[config.mk]
export PLATFORM = sky130hd
export DESIGN_NAME = alu_seq
export DESIGN_NICKNAME = d
export VERILOG_FILES = /design/src/rtl/alu_pkg.sv /design/src/rtl/alu_mul_iter.sv /design/src/rtl/alu_seq.sv
export SDC_FILE = /design/constraint.sdc
export NUM_CORES = 1
export LEC_CHECK = 0
export BUFFER_PORTS_ARGS = -buffer_cell sky130_fd_sc_hd__buf_2
export CORE_MARGIN = 2
export CORE_UTILIZATION = 30
export DETAILED_ROUTE_END_ITERATION = 6
export SLEW_MARGIN = 20
export SYNTH_ARGS = -nofsm -noshare
export SYNTH_HDL_FRONTEND = slang
export SYNTH_HIERARCHICAL = 1
export SYNTH_SLANG_ARGS = --single-unit
[constraint.sdc]
create_clock -name clk -period 4.8 [get_ports clk]
set_clock_uncertainty 0.15 [all_clocks]
set_input_delay 0.96 -clock clk [delete_from_list [all_inputs] [get_ports clk]]
set_output_delay 0.96 -clock clk [all_outputs]
set_load 0.02 [all_outputs]
[src/rtl/alu_pkg.sv]
// Shared opcodes, FSM state encoding and flag bundle for the sequential ALU.
package alu_pkg;

    localparam logic [2:0] OP_FWD = 3'b000;
    localparam logic [2:0] OP_ADD = 3'b001;
    localparam logic [2:0] OP_AND = 3'b010;
    localparam logic [2:0] OP_OR  = 3'b011;
    localparam logic [2:0] OP_SUB = 3'b100;
    localparam logic [2:0] OP_MUL = 3'b101;
    localparam logic [2:0] OP_SLL = 3'b110;
    localparam logic [2:0] OP_SRA = 3'b111;

    typedef enum logic [1:0] {
        IDLE = 2'd0,
        MUL  = 2'd1,
        DONE = 2'd2
    } state_t;

    typedef struct packed {
        logic zero;
        logic carry;
        logic overflow;
        logic negative;
    } flags_t;

endpackage

[src/rtl/alu_mul_iter.sv]
// Shift-add multiplier: one partial product per step, sequenced by the caller.
module alu_mul_iter #(
    parameter int WIDTH = 8
) (
    input  logic               clk,
    input  logic               reset_n,
    input  logic               load,
    input  logic               step,
    input  logic [WIDTH-1:0]   a,
    input  logic [WIDTH-1:0]   b,
    output logic [2*WIDTH-1:0] product
);

    logic [2*WIDTH-1:0] acc_reg;
    logic [2*WIDTH-1:0] mcand_reg;
    logic [WIDTH-1:0]   mplier_reg;
    logic [2*WIDTH-1:0] pp;

    generate
        for (genvar gi = 0; gi < 2*WIDTH; gi++) begin : g_pp
            assign pp[gi] = mcand_reg[gi] & mplier_reg[0];
        end
    endgenerate

    // Product as it will stand once the pending step is applied; after the
    // last step this is the full 2*WIDTH-bit product.
    assign product = acc_reg + pp;

    always_ff @(posedge clk or negedge reset_n) begin
        if (!reset_n) begin
            acc_reg    <= '0;
            mcand_reg  <= '0;
            mplier_reg <= '0;
        end else if (load) begin
            acc_reg    <= '0;
            mcand_reg  <= {{WIDTH{1'b0}}, a};
            mplier_reg <= b;
        end else if (step) begin
            acc_reg    <= product;
            mcand_reg  <= mcand_reg << 1;
            mplier_reg <= mplier_reg >> 1;
        end
    end

endmodule

[src/rtl/alu_seq.sv]
// Handshaked ALU with registered result/flags; MUL takes WIDTH extra cycles.
module alu_seq
    import alu_pkg::*;
#(
    parameter int WIDTH = 8,
    parameter int SHW   = $clog2(WIDTH)
) (
    input  logic             clk,
    input  logic             reset_n,
    input  logic             in_valid,
    output logic             in_ready,
    input  logic [2:0]       select,
    input  logic [WIDTH-1:0] data1,
    input  logic [WIDTH-1:0] data2,
    output logic             out_valid,
    input  logic             out_ready,
    output logic [WIDTH-1:0] result,
    output logic             zero,
    output logic             carry,
    output logic             overflow,
    output logic             negative,
    output logic             busy
);

    localparam logic [SHW-1:0] LAST_STEP = SHW'(WIDTH - 1);

    state_t           state_reg, state_next;
    logic [WIDTH-1:0] result_reg, result_next;
    flags_t           flags_reg, flags_next;
    logic [SHW-1:0]   cnt_reg, cnt_next;
    logic             mul_load, mul_step;
    logic [2*WIDTH-1:0] product;

    logic [WIDTH-1:0] alu_res;
    logic             alu_carry, alu_ovf;
    logic [WIDTH:0]   sum_ext, diff_ext, sll_ext, sra_ext;
    logic signed [WIDTH:0] sra_in;
    logic [SHW-1:0]   amt;

    alu_mul_iter #(.WIDTH(WIDTH)) u_mul (
        .clk     (clk),
        .reset_n (reset_n),
        .load    (mul_load),
        .step    (mul_step),
        .a       (data1),
        .b       (data2),
        .product (product)
    );

    // Shifts run one bit wider so the last bit shifted out lands in the
    // extra bit; an amount of zero therefore yields carry 0 naturally.
    assign amt      = data2[SHW-1:0];
    assign sum_ext  = {1'b0, data1} + {1'b0, data2};
    assign diff_ext = {1'b0, data1} - {1'b0, data2};
    assign sll_ext  = {1'b0, data1} << amt;
    assign sra_in   = {data1, 1'b0};
    assign sra_ext  = sra_in >>> amt;

    always_comb begin
        alu_res   = data2;
        alu_carry = 1'b0;
        alu_ovf   = 1'b0;
        case (select)
            OP_FWD: alu_res = data2;
            OP_ADD: begin
                alu_res   = sum_ext[WIDTH-1:0];
                alu_carry = sum_ext[WIDTH];
                alu_ovf   = (data1[WIDTH-1] == data2[WIDTH-1]) &&
                            (sum_ext[WIDTH-1] != data1[WIDTH-1]);
            end
            OP_AND: alu_res = data1 & data2;
            OP_OR:  alu_res = data1 | data2;
            OP_SUB: begin
                alu_res   = diff_ext[WIDTH-1:0];
                alu_carry = diff_ext[WIDTH];
                alu_ovf   = (data1[WIDTH-1] != data2[WIDTH-1]) &&
                            (diff_ext[WIDTH-1] != data1[WIDTH-1]);
            end
            OP_SLL: begin
                alu_res   = sll_ext[WIDTH-1:0];
                alu_carry = sll_ext[WIDTH];
            end
            OP_SRA: begin
                alu_res   = sra_ext[WIDTH:1];
                alu_carry = sra_ext[0];
            end
            default: alu_res = data2;
        endcase
    end

    always_comb begin
        state_next  = state_reg;
        result_next = result_reg;
        flags_next  = flags_reg;
        cnt_next    = cnt_reg;
        mul_load    = 1'b0;
        mul_step    = 1'b0;
        case (state_reg)
            IDLE: begin
                if (in_valid) begin
                    if (select == OP_MUL) begin
                        mul_load   = 1'b1;
                        cnt_next   = '0;
                        state_next = MUL;
                    end else begin
                        result_next = alu_res;
                        flags_next  = '{zero: (alu_res == '0), carry: alu_carry,
                                        overflow: alu_ovf, negative: alu_res[WIDTH-1]};
                        state_next  = DONE;
                    end
                end
            end
            MUL: begin
                mul_step = 1'b1;
                cnt_next = cnt_reg + SHW'(1);
                if (cnt_reg == LAST_STEP) begin
                    result_next = product[WIDTH-1:0];
                    flags_next  = '{zero: (product[WIDTH-1:0] == '0),
                                    carry: (product[2*WIDTH-1:WIDTH] != '0),
                                    overflow: 1'b0, negative: product[WIDTH-1]};
                    state_next  = DONE;
                end
            end
            DONE: begin
                if (out_ready) state_next = IDLE;
            end
            default: state_next = IDLE;
        endcase
    end

    always_ff @(posedge clk or negedge reset_n) begin
        if (!reset_n) begin
            state_reg  <= IDLE;
            result_reg <= '0;
            flags_reg  <= '0;
            cnt_reg    <= '0;
        end else begin
            state_reg  <= state_next;
            result_reg <= result_next;
            flags_reg  <= flags_next;
            cnt_reg    <= cnt_next;
        end
    end

    assign in_ready  = reset_n && (state_reg == IDLE);
    assign out_valid = (state_reg == DONE);
    assign busy      = (state_reg == MUL);
    assign result    = result_reg;
    assign zero      = flags_reg.zero;
    assign carry     = flags_reg.carry;
    assign overflow  = flags_reg.overflow;
    assign negative  = flags_reg.negative;

endmodule

==> results of run 1 <==
## worst max path at each step
stage,endpoint,slack (ns),cells after the start
2_1_floorplan,carry,1.45,15
3_3_place_gp,carry,0.91,15
3_5_place_dp,carry,0.81,15
4_1_cts,carry,0.78,15
5_1_grt,carry,0.41,15
6_report,carry,0.78,15
## logic make-up (layout without fill, tap and decap cells)
| group | after synthesis | after routing |
|---|---|---|
| AND/OR/NAND/NOR | 190 | 190 |
| AO/OA/AOI/OAI | 171 | 171 |
| buffers and inverters | 66 | 79 |
| multiplexers | 56 | 56 |
| flip-flops | 56 | 56 |
| adder cells (fa/ha/maj) | 45 | 45 |
| XOR/XNOR | 17 | 17 |
## where the power goes
| part | internal [mW] | switching [mW] |
|---|---|---|
| logic | 0.471 | 0.678 |
| clock network | 0.198 | 0.183 |
| registers | 0.665 | 0.154 |
| total | 1.33 | 1.02 |
## worst register-to-register path, cell delays in order (launching register included)
cell,delay (ns)
dfrtp_1,0.55
and2_1,0.22
ha_1,0.21
fa_1,0.41
a21o_1,0.21
a311oi_2,0.29
o21ai_1,0.16
a31oi_2,0.30
o21ai_0,0.15
xor2_1,0.17
nor4_1,0.28
a21oi_1,0.15
a21oi_1,0.17
nand3_1,0.09
a211oi_1,0.24
a31oi_1,0.11
## routing by layer
layer,GRT usage,up-vias,part of all wire
met3,0.02312,11,0.056
met5,0,-,0
met4,0.02894,0,0.0084
met2,0.2395,149,0.45
li1,-,2233,-
met1,0.2295,2213,0.49
## through the flow
| stage | cells | total power, mW | area (um2) | hold slack [ns] | utilization |
|---|---|---|---|---|---|
| 6_report | 839 | 2.349 | 5747 | 0.3251 | 0.3346 |
| 5_1_grt | 839 | 2.548 | 5747 | 0.3567 | 0.3346 |
| 4_1_cts | 839 | 2.360 | 5747 | 0.3336 | 0.3346 |
| 3_5_place_dp | 831 | 1.971 | 5595 | 0.3174 | 0.3258 |
| 3_3_place_gp | 831 | 1.965 | 5595 | 0.3241 | 0.3258 |
| 2_1_floorplan | 601 | 1.658 | 5243 | 0.3177 | - |
## area by class of cell
| class | count | area [um2] |
|---|---|---|
| Multi-Input combinational cell | 479 | 3572 |
| Clock inverter | 3 | 26.28 |
| Inverter | 30 | 112.6 |
| Clock buffer | 5 | 125.1 |
| Fill cell | 1837 | 11430 |
| Tap cell | 225 | 281.5 |
| Timing Repair Buffer | 41 | 227.7 |
| Sequential cell | 56 | 1401 |
## synthesized netlist by cell type, types with 5 or more instances
cell	instances	area (um2)
dfrtp_1	56	1401
a31oi_1	7	43.79
and2_1	16	100.1
nor2_1	47	176.4
mux2i_1	40	400.4
a21o_1	7	52.55
a221oi_1	5	43.79
nor2b_1	9	56.30
ha_1	42	525.5
a211oi_1	9	67.56
a21oi_1	34	170.2
or3_1	5	31.28
mux4_2	5	112.6
o21ai_1	5	25.02
mux4_1	6	157.7
clkbuf_1	19	71.32
buf_2	10	50.05
a22o_1	7	61.31
xnor2_1	9	78.83
nand3_1	10	50.05
o21bai_1	8	60.06
o21ai_0	43	215.2
o211ai_1	9	67.56
xor2_1	8	70.07
nor3_1	6	30.03
nand2b_1	9	56.30
inv_1	29	108.9
mux2_2	5	56.30
nand2_1	58	217.7
nor4_1	6	37.54
==> summary.md, run 1 <==
| Metric | Value |
|---|---|
| Final net count | `681` |
| Ys flop type | `dfrtp_1` |
| CTS Buffer Depth | `2` |
| Final Hold Fails | `0` |
| Synth Area in XOR/XNOR | `0.02840` |
| Final setup vio count | `0` |
| Cell Area, Synth | `5243 um2` |
| CP peak stage delay | `0.55 ns` |
| Hold_buf cts | `0` |
| Cell Rows | `48` |
| Fin crit period | `4.018 ns` |
| Vias | `4,606` |
| # H-tree levels | `2` |
| Worst VDD drop | `0.1925 mV` |
| Yosys warns | `6` |
| Core Footprint | `17,180 um2` |
| Diode count | `0` |
| Hold WC Path Type | `register to register` |
| Clock latency at the later pin of the worst-skew pair | `0.30 ns` |
| Sequential fraction of the synthesis area | `0.2673` |
| Crit path DAT | `4.04 ns` |
| Compound-cell area share of the yosys netlist | `0.2198` |
| Setup Total Neg Slack | `0 ns` |
| Die span in y | `136.2 um` |
| Total CTS buffers | `5` |
| Most frequent CP cell | `a21oi_1` |
| Chip width | `136.2 um` |
| Area Growth Syn to Fin | `9.618%` |
| Post-synthesis mux area share | `0.1387` |
| FF-to-FF path depth | `15` |
| Avg Vias per Cell | `5.490` |
| Routed WL | `14,150 um` |
| Rel. slew slack | `0.5108` |
| Postcts setup bufs | `0` |
| Initial antenna violation count | `0` |
| Synth Area in Simple Gates | `0.1819` |
| Most frequent cells in the layout | `nand2_1 (58), dfrtp_1 (56), nor2_1 (47), o21ai_0 (43), ha_1 (42)` |
| Slowest cell on the critical path | `dfrtp_1` |
| Area share of fa/ha/maj cells after synthesis | `0.1117` |
| Post-synth EDFFs | `0` |
| Setup slack after layout | `0.7823 ns` |
| Worst slew pin tran | `0.7339 ns` |
| Initial Utilization | `0.3052` |
| RSZ-0062 raised after global routing | `false` |
| RR Startpoint | `u_mul/mplier_reg[0]` |
| Leakage Power | `2.475 nW` |
| Pre-CTS setup slack | `0.8145 ns` |
| CTS root buf | `clkbuf_16` |
| Starting DRT DRC Count | `363` |
| Cell Pwr Density | `408.8 nW/um2` |
| Clock Pin Slew Worst Setup and Hold Paths | `0.08 ns` |
| CP cell instances | `and2_1 -> ha_1 -> fa_1 -> a21o_1 -> a311oi_2 -> o21ai_1 -> a31oi_2 -> o21ai_0 -> xor2_1 -> nor4_1 -> a21oi_1 -> a21oi_1 -> nand3_1 -> a211oi_1 -> a31oi_1` |
| RD Place Congestion | `0.9458` |
| Commonest non-fill, non-tap cell in the layout | `nand2_1` |
| Largest net degree at the start of global routing | `59` |
| Hold EP | `result[2]` |
| Status | `completed` |
| R2r endpoint | `carry` |
| First-pass detailed-route iteration total | `5` |
| Post-Syn Area per Cell | `8.723 um2` |
| Syn nets | `669` |
| First-pass GRT wire length | `22,880 um` |
| CTS sink count | `56` |
| Critical path type | `register to register` |
| Min-Delay Startpoint | `result[2]` |
| WL/cell | `16.87 um` |
| Global-route usage over all layers | `0.1549` |
| Layout cells sized above 1 | `0.1173` |
| Tcrit/Tclk final | `0.8370` |
| Dpl hpwl | `10,630 um` |
| Synth async-reset ratio | `1.000` |
| Crit. End Element | `register` |
| DRC Markers | `0` |
| Number of global-route vias before repair | `4,265` |
| CP startpoint | `u_mul/mplier_reg[0]` |
| Distinct cells, synth | `70` |
| Critical Path RT | `4.82 ns` |
| Yosys reg bits | `56` |
| Max Fclk | `0.2489 GHz` |
| Worst reg-to-reg setup slack | `0.78 ns` |
| Buffers & Inverters on Critical Path | `0` |
| Largest family of logic cells by synthesized area | `compound AO/OA/AOI/OAI gates` |
| Pins over their slew limit | `0` |
| Hold path cells | `2` |
| Count of buffers from port buffering | `37` |
| I/O Pins | `38` |
| Crit Path Max Fanout | `18` |
| Post-cts resize count | `0` |
| Crit start category | `register` |
| DRT antenna net count | `0` |
| Top delay family on crit path | `compound AO/OA/AOI/OAI gates` |
| Die area | `18,550 um2` |
| Post-Syn Instances | `601` |
| Congestion Overflow GR | `0` |
| CTS tree | `built` |
| Max Cap Viol | `0` |
(Power assumes the default switching activity.)
==> run 2: changes to the inputs <==
- clock period: 4.8 -> 4 ns (I/O delays scaled with it)
==> run 2 against run 1 <==
  * Worst hold slack gained 0.019 ns
  * Final area grew 1.3%
  * Non-clock buffer count grew 6
  * First-iteration DRC count grew 26%
  * Critical endpoint unchanged
==> summary.md, run 2 (synthesis gave the netlist of run 1 again) <==
| Metric | Value |
|---|---|
| Diode count | `0 (unchanged)` |
| Final Hold Fails | `0 (unchanged)` |
| Initial antenna violation count | `0 (unchanged)` |
| RSZ-0062 raised after global routing | `false` |
| First-pass detailed-route iteration total | `5 (unchanged)` |
| Worst reg-to-reg setup slack | `0.30 ns (-0.48 ns)` |
| Cell Rows | `48 (unchanged)` |
| Cell Pwr Density | `503.4 nW/um2 (+23%)` |
| Congestion Overflow GR | `0 (unchanged)` |
| Die span in y | `136.2 um (unchanged)` |
| DRT antenna net count | `0 (unchanged)` |
| Most frequent cells in the layout | `nand2_1 (58), dfrtp_1 (56), nor2_1 (47), o21ai_0 (43), ha_1 (42)` |
| Number of global-route vias before repair | `4,219 (-1.1%)` |
| Core Footprint | `17,180 um2 (unchanged)` |
| Post-route core utilization | `0.3389 (+0.004370)` |
| Rel. slew slack | `0.5132 (+0.002473)` |
| I/O Pins | `38 (unchanged)` |
| Hold_buf cts | `0 (unchanged)` |
| Total CTS buffers | `5 (unchanged)` |
| Min Hold Slack | `0.3439 ns (+0.01885 ns)` |
| Clock Pin Slew Worst Setup and Hold Paths | `0.07 ns (about the same)` |
| CTS sink count | `56 (unchanged)` |
| Max Cap Viol | `0 (unchanged)` |
| Crit start category | `register` |
| Fill cells | `1,822 (-0.82%)` |
| Pre-CTS setup slack | `0.2463 ns (-0.5681 ns)` |
| Initial Utilization | `0.3052 (unchanged)` |
| Commonest non-fill, non-tap cell in the layout | `nand2_1` |
| DRC Markers | `0 (unchanged)` |
| Status | `completed` |
| Clock latency at the later pin of the worst-skew pair | `0.30 ns (about the same)` |
| Hold WC Path Type | `register to register` |
| CTS tree | `built` |
| Worst slew pin tran | `0.7302 ns (-0.003709 ns)` |
| Crit Path Max Fanout | `3 (-15)` |
| Final Power | `2.930 mW (+25%)` |
| Die area | `18,550 um2 (unchanged)` |
| Worst VDD drop | `0.2927 mV (+52%)` |
| Area Growth Syn to Fin | `11.05%` |
| Starting DRT DRC Count | `457 (+26%)` |
| Crit path DAT | `3.72 ns (-0.32 ns)` |
| Post-DP Area | `5640 um2 (+0.80%)` |
| Setup Total Neg Slack | `0 ns (unchanged)` |
| Max Fclk | `0.2703 GHz (+8.6%)` |
| Crit. End Element | `register` |
| Setup slack after layout | `0.3004 ns (-0.4820 ns)` |
| RD Place Congestion | `0.9563 (+1.1%)` |
| Fin crit period | `3.700 ns (-0.3180 ns)` |
| Dpl hpwl | `10,590 um (-0.40%)` |
| Global-route usage over all layers | `0.1558 (+0.0009387)` |
| Critical path type | `register to register` |
| Dpl cells | `837 (+0.72%)` |
| Leakage Power | `2.517 nW (+1.7%)` |
| Vias | `4,580 (-0.56%)` |
| Design Area, Final | `5822 um2 (+1.3%)` |
| Final net count | `687 (+0.88%)` |
| First-pass GRT wire length | `22,900 um (about the same)` |
| Avg Vias per Cell | `5.420 (-1.3%)` |
| Pins over their slew limit | `0 (unchanged)` |
| Count of buffers from port buffering | `37 (unchanged)` |
| Layout cells sized above 1 | `0.1274 (+0.01016)` |
| Largest net degree at the start of global routing | `59 (unchanged)` |
| Routed WL | `14,240 um (+0.61%)` |
| WL/cell | `16.85 um (-0.11%)` |
| Post-cts resize count | `0 (unchanged)` |
| # H-tree levels | `2 (unchanged)` |
| Tcrit/Tclk final | `0.9249 (+0.08790)` |
| CTS Buffer Depth | `2 (unchanged)` |
| Critical Path RT | `4.02 ns (-0.80 ns)` |
| CTS root buf | `clkbuf_16` |
| Fin cells | `845 (+0.72%)` |
| Final setup vio count | `0 (unchanged)` |
| Postcts setup bufs | `0 (unchanged)` |
| Chip width | `136.2 um (unchanged)` |
-- run 2: final cells by class --
| type | count | area [um2] | share of cell area |
|---|---|---|---|
| clock buffers | 5 | 125.1 | 0.02149 |
| clock inverters | 3 | 50.05 | 0.008597 |
| inverters | 30 | 112.6 | 0.01934 |
| multi-input cells | 479 | 3578 | 0.6147 |
| flip-flops and latches | 56 | 1401 | 0.2407 |
| well taps | 225 | 281.5 | 0.04836 |
| repair buffers | 47 | 272.8 | 0.04685 |
-- run 2: final timing paths --
path,startpoint,end,cells after the start
min,result[2],result[2],2
min reg2reg,result[2],result[2],2
max,u_mul/mcand_reg[0],carry,15
max in group asynchronous,reset_n,u_mul/acc_reg[2],2
min in group asynchronous,reset_n,u_mul/acc_reg[10],2
max reg2reg,u_mul/mcand_reg[0],carry,15
-- run 2: critical path, stage by stage (launching register included) --
cell and delay [ns]:
dfrtp_1 0.39, and2_1 0.16, ha_1 0.22, fa_1 0.41, a21o_1 0.21, a311oi_2 0.31
o21ai_1 0.16, a31oi_2 0.31, o21ai_0 0.14, xor2_1 0.18, nor4_2 0.20, a21oi_1 0.14
a21oi_1 0.15, nand3_1 0.09, a211oi_1 0.23, a31oi_1 0.11
-- run 2: per-layer routing --
| metal | global-route usage | part of all wire | vias to the layer above |
|---|---|---|---|
| li1 | - | - | 2232 |
| met1 | 0.2377 | 0.51 | 2203 |
| met2 | 0.2270 | 0.43 | 136 |
| met3 | 0.02424 | 0.054 | 9 |
| met4 | 0.03935 | 0.011 | 0 |
| met5 | 0 | 0 | - |
-- run 2: where the power goes --
part	total [mW]	switching, mW	internal [mW]
Combinational	1.44	0.846	0.598
Sequential	0.962	0.163	0.798
Clock	0.525	0.222	0.303
Total	2.93	1.23	1.70
==> run 3: changes to the inputs <==
- clock period: 4 -> 3.9 ns (I/O delays scaled with it)
==> run 3 against run 2 <==
  * Cell count rose by 0.47%
  * Core utilization rose by 0.20 points
  * Setup slack got worse by 0.11 ns
  * Largest cell class unchanged
  * Register-to-register slack got worse by 0.11 ns
  * Global-route usage rose by 0.35 points
  * Via count rose by 0.31%
==> summary.md, run 3 (synthesis gave the netlist of run 1 again) <==
| Metric | Value |
|---|---|
| Die area | `18,550 um2 (unchanged)` |
| CTS root buf | `clkbuf_16` |
| Diode count | `0 (unchanged)` |
| Number of global-route vias before repair | `4,418 (+4.7%)` |
| Pins over their slew limit | `0 (unchanged)` |
| Hold_buf cts | `0 (unchanged)` |
| Status | `completed` |
| Final Hold Fails | `0 (unchanged)` |
| Layout cells sized above 1 | `0.1378 (+0.01040)` |
| Crit. End Element | `register` |
| Chip width | `136.2 um (unchanged)` |
| M1 GR Usage | `0.2384 (+0.0007352)` |
| Starting DRT DRC Count | `422 (-7.7%)` |
| CP cell instances | `buf_4 -> and2_1 -> ha_1 -> a21o_1 -> o21bai_2 -> a21o_1 -> a311oi_2 -> xnor2_1 -> nor4_2 -> buf_4 -> a21oi_1 -> a21oi_1 -> nand3_1 -> a211oi_1 -> a31oi_1` |
| Grt met3 use | `0.02498 (+0.0007457)` |
| Final Power | `2.997 mW (+2.3%)` |
| RD Place Congestion | `0.9362 (-2.1%)` |
| Largest net degree at the start of global routing | `59 (unchanged)` |
| R2r endpoint | `carry` |
| I/O Pins | `38 (unchanged)` |
| Logic depth of the worst path, buffers included | `15 (unchanged)` |
| Final net count | `691 (+0.58%)` |
| Crit path DAT | `3.74 ns (+0.02 ns)` |
| Global routing usage on met2 | `0.2376 (+0.01061)` |
| Crit path capture | `carry` |
| Fin crit period | `3.714 ns (+0.01464 ns)` |
| RR Startpoint | `u_mul/mplier_reg[0]` |
| Worst reg-to-reg setup slack | `0.19 ns (-0.11 ns)` |
| Area Growth Syn to Fin | `11.69%` |
| Vias | `4,594 (+0.31%)` |
| Worst VDD drop | `0.2775 mV (-5.2%)` |
| Cell Rows | `48 (unchanged)` |
| Crit Path Max Fanout | `16 (+13)` |
| Setup slack after layout | `0.1857 ns (-0.1146 ns)` |
| Rel. slew slack | `0.5052 (-0.008006)` |
| Pre-CTS setup slack | `0.1142 ns (-0.1321 ns)` |
| First-pass GRT wire length | `23,600 um (+3.1%)` |
| Top delay family on crit path | `compound AO/OA/AOI/OAI gates` |
| DRT antenna net count | `0 (unchanged)` |
| Congestion Overflow GR | `0 (unchanged)` |
| Crit start category | `register` |
| Buffers & Inverters on Critical Path | `2 (+2)` |
| Dpl hpwl | `10,760 um (+1.6%)` |
| Die span in y | `136.2 um (unchanged)` |
| Leakage Power | `2.532 nW (+0.61%)` |
| Total CTS buffers | `5 (unchanged)` |
| CTS Buffer Depth | `2 (unchanged)` |
| CP peak stage delay | `0.38 ns (-0.03 ns)` |
| Initial antenna violation count | `0 (unchanged)` |
| Commonest non-fill, non-tap cell in the layout | `nand2_1` |
| Cell Pwr Density | `511.8 nW/um2 (+1.7%)` |
| RSZ-0062 raised after global routing | `false` |
| FF-to-FF path depth | `15 (unchanged)` |
| CTS sink count | `56 (unchanged)` |
| Max Fclk | `0.2692 GHz (-0.39%)` |
| Initial Utilization | `0.3052 (unchanged)` |
| Global-route usage over all layers | `0.1593 (+0.003450)` |
| Critical path type | `register to register` |
| Max Cap Viol | `0 (unchanged)` |
| Hold WC Path Type | `register to register` |
| # H-tree levels | `2 (unchanged)` |
| Clock Pin Slew Worst Setup and Hold Paths | `0.07 ns (about the same)` |
| Routed WL | `14,270 um (+0.22%)` |
| First-pass detailed-route iteration total | `5 (unchanged)` |
| Final setup vio count | `0 (unchanged)` |
| CP startpoint | `u_mul/mplier_reg[0]` |
| Avg Vias per Cell | `5.411 (-0.17%)` |
| Core Footprint | `17,180 um2 (unchanged)` |
| Most frequent cells in the layout | `nand2_1 (58), dfrtp_1 (56), nor2_1 (47), o21ai_0 (43), ha_1 (42)` |
| CTS tree | `built` |
| DRC Markers | `0 (unchanged)` |
| WL/cell | `16.81 um (-0.25%)` |
| Critical Path RT | `3.92 ns (-0.10 ns)` |
| Setup Total Neg Slack | `0 ns (unchanged)` |
| Tcrit/Tclk final | `0.9524 (+0.02747)` |
| Count of buffers from port buffering | `37 (unchanged)` |
| Worst slew pin tran | `0.7389 ns (+0.008771 ns)` |
| Clock latency at the later pin of the worst-skew pair | `0.30 ns (about the same)` |
| Gr busiest metal | `met1` |
| Slowest cell on the critical path | `dfrtp_1` |
==> run 3: worst min-delay path by stage <==
stage / start / depth (start not counted) / to / slack, ns
CTS: result[1] / 2 / result[1] / 0.34
global route: cnt_reg[0] / 1 / cnt_reg[0] / 0.37
detailed placement: result[1] / 2 / result[1] / 0.32
global placement: result[1] / 2 / result[1] / 0.31
finish: result[1] / 2 / result[1] / 0.33
floorplan: cnt_reg[0] / 1 / cnt_reg[0] / 0.32
==> run 3: power by group <==
part	internal, mW	total, mW	switching, mW
Sequential	0.819	1.00	0.181
Combinational	0.626	1.51	0.883
Clock	0.261	0.487	0.226
==> run 3: worst reg2reg max path, cell delays in order, from the launching register on <==
cell      delay (ns)
dfrtp_1         0.38
buf_4           0.18
and2_1          0.15
ha_1            0.36
a21o_1          0.24
o21bai_2        0.24
a21o_1          0.24
a311oi_2        0.37
xnor2_1         0.13
nor4_2          0.29
buf_4           0.16
a21oi_1         0.08
a21oi_1         0.17
nand3_1         0.09
a211oi_1        0.24
a31oi_1         0.11
==> run 3: layout make-up <==
type,instances,area (um2)
fillers,1859,11320
multi-input cells,479,3601
flip-flops and latches,56,1401
repair buffers,51,302.8
well taps,225,281.5
clock buffers,6,138.9
inverters,30,112.6
clock inverters,2,17.52
==> run 3: per-layer routing <==
| layer | share of wire | routed length (um) |
|---|---|---|
| met1 | 0.49 | 7008 |
| met2 | 0.43 | 6201 |
| met3 | 0.059 | 837 |
| met4 | 0.016 | 222 |
| met5 | 0 | 0 |
==> run 3: metrics by stage <==
step                hold slack (ns)  std cells  instance area [um2]    util
floorplan                    0.3177        601                 5243       -
global route                 0.3683        849                 5856  0.3409
CTS                          0.3411        847                 5812  0.3384
finish                       0.3335        849                 5856  0.3409
global placement             0.3113        839                 5655  0.3293
detailed placement           0.3238        839                 5655  0.3293
==> run 3: what timing repair did <==
action	CTS	global route
setup endpoints to repair	0	1
buffers inserted	0	2
gates resized for setup	0	5
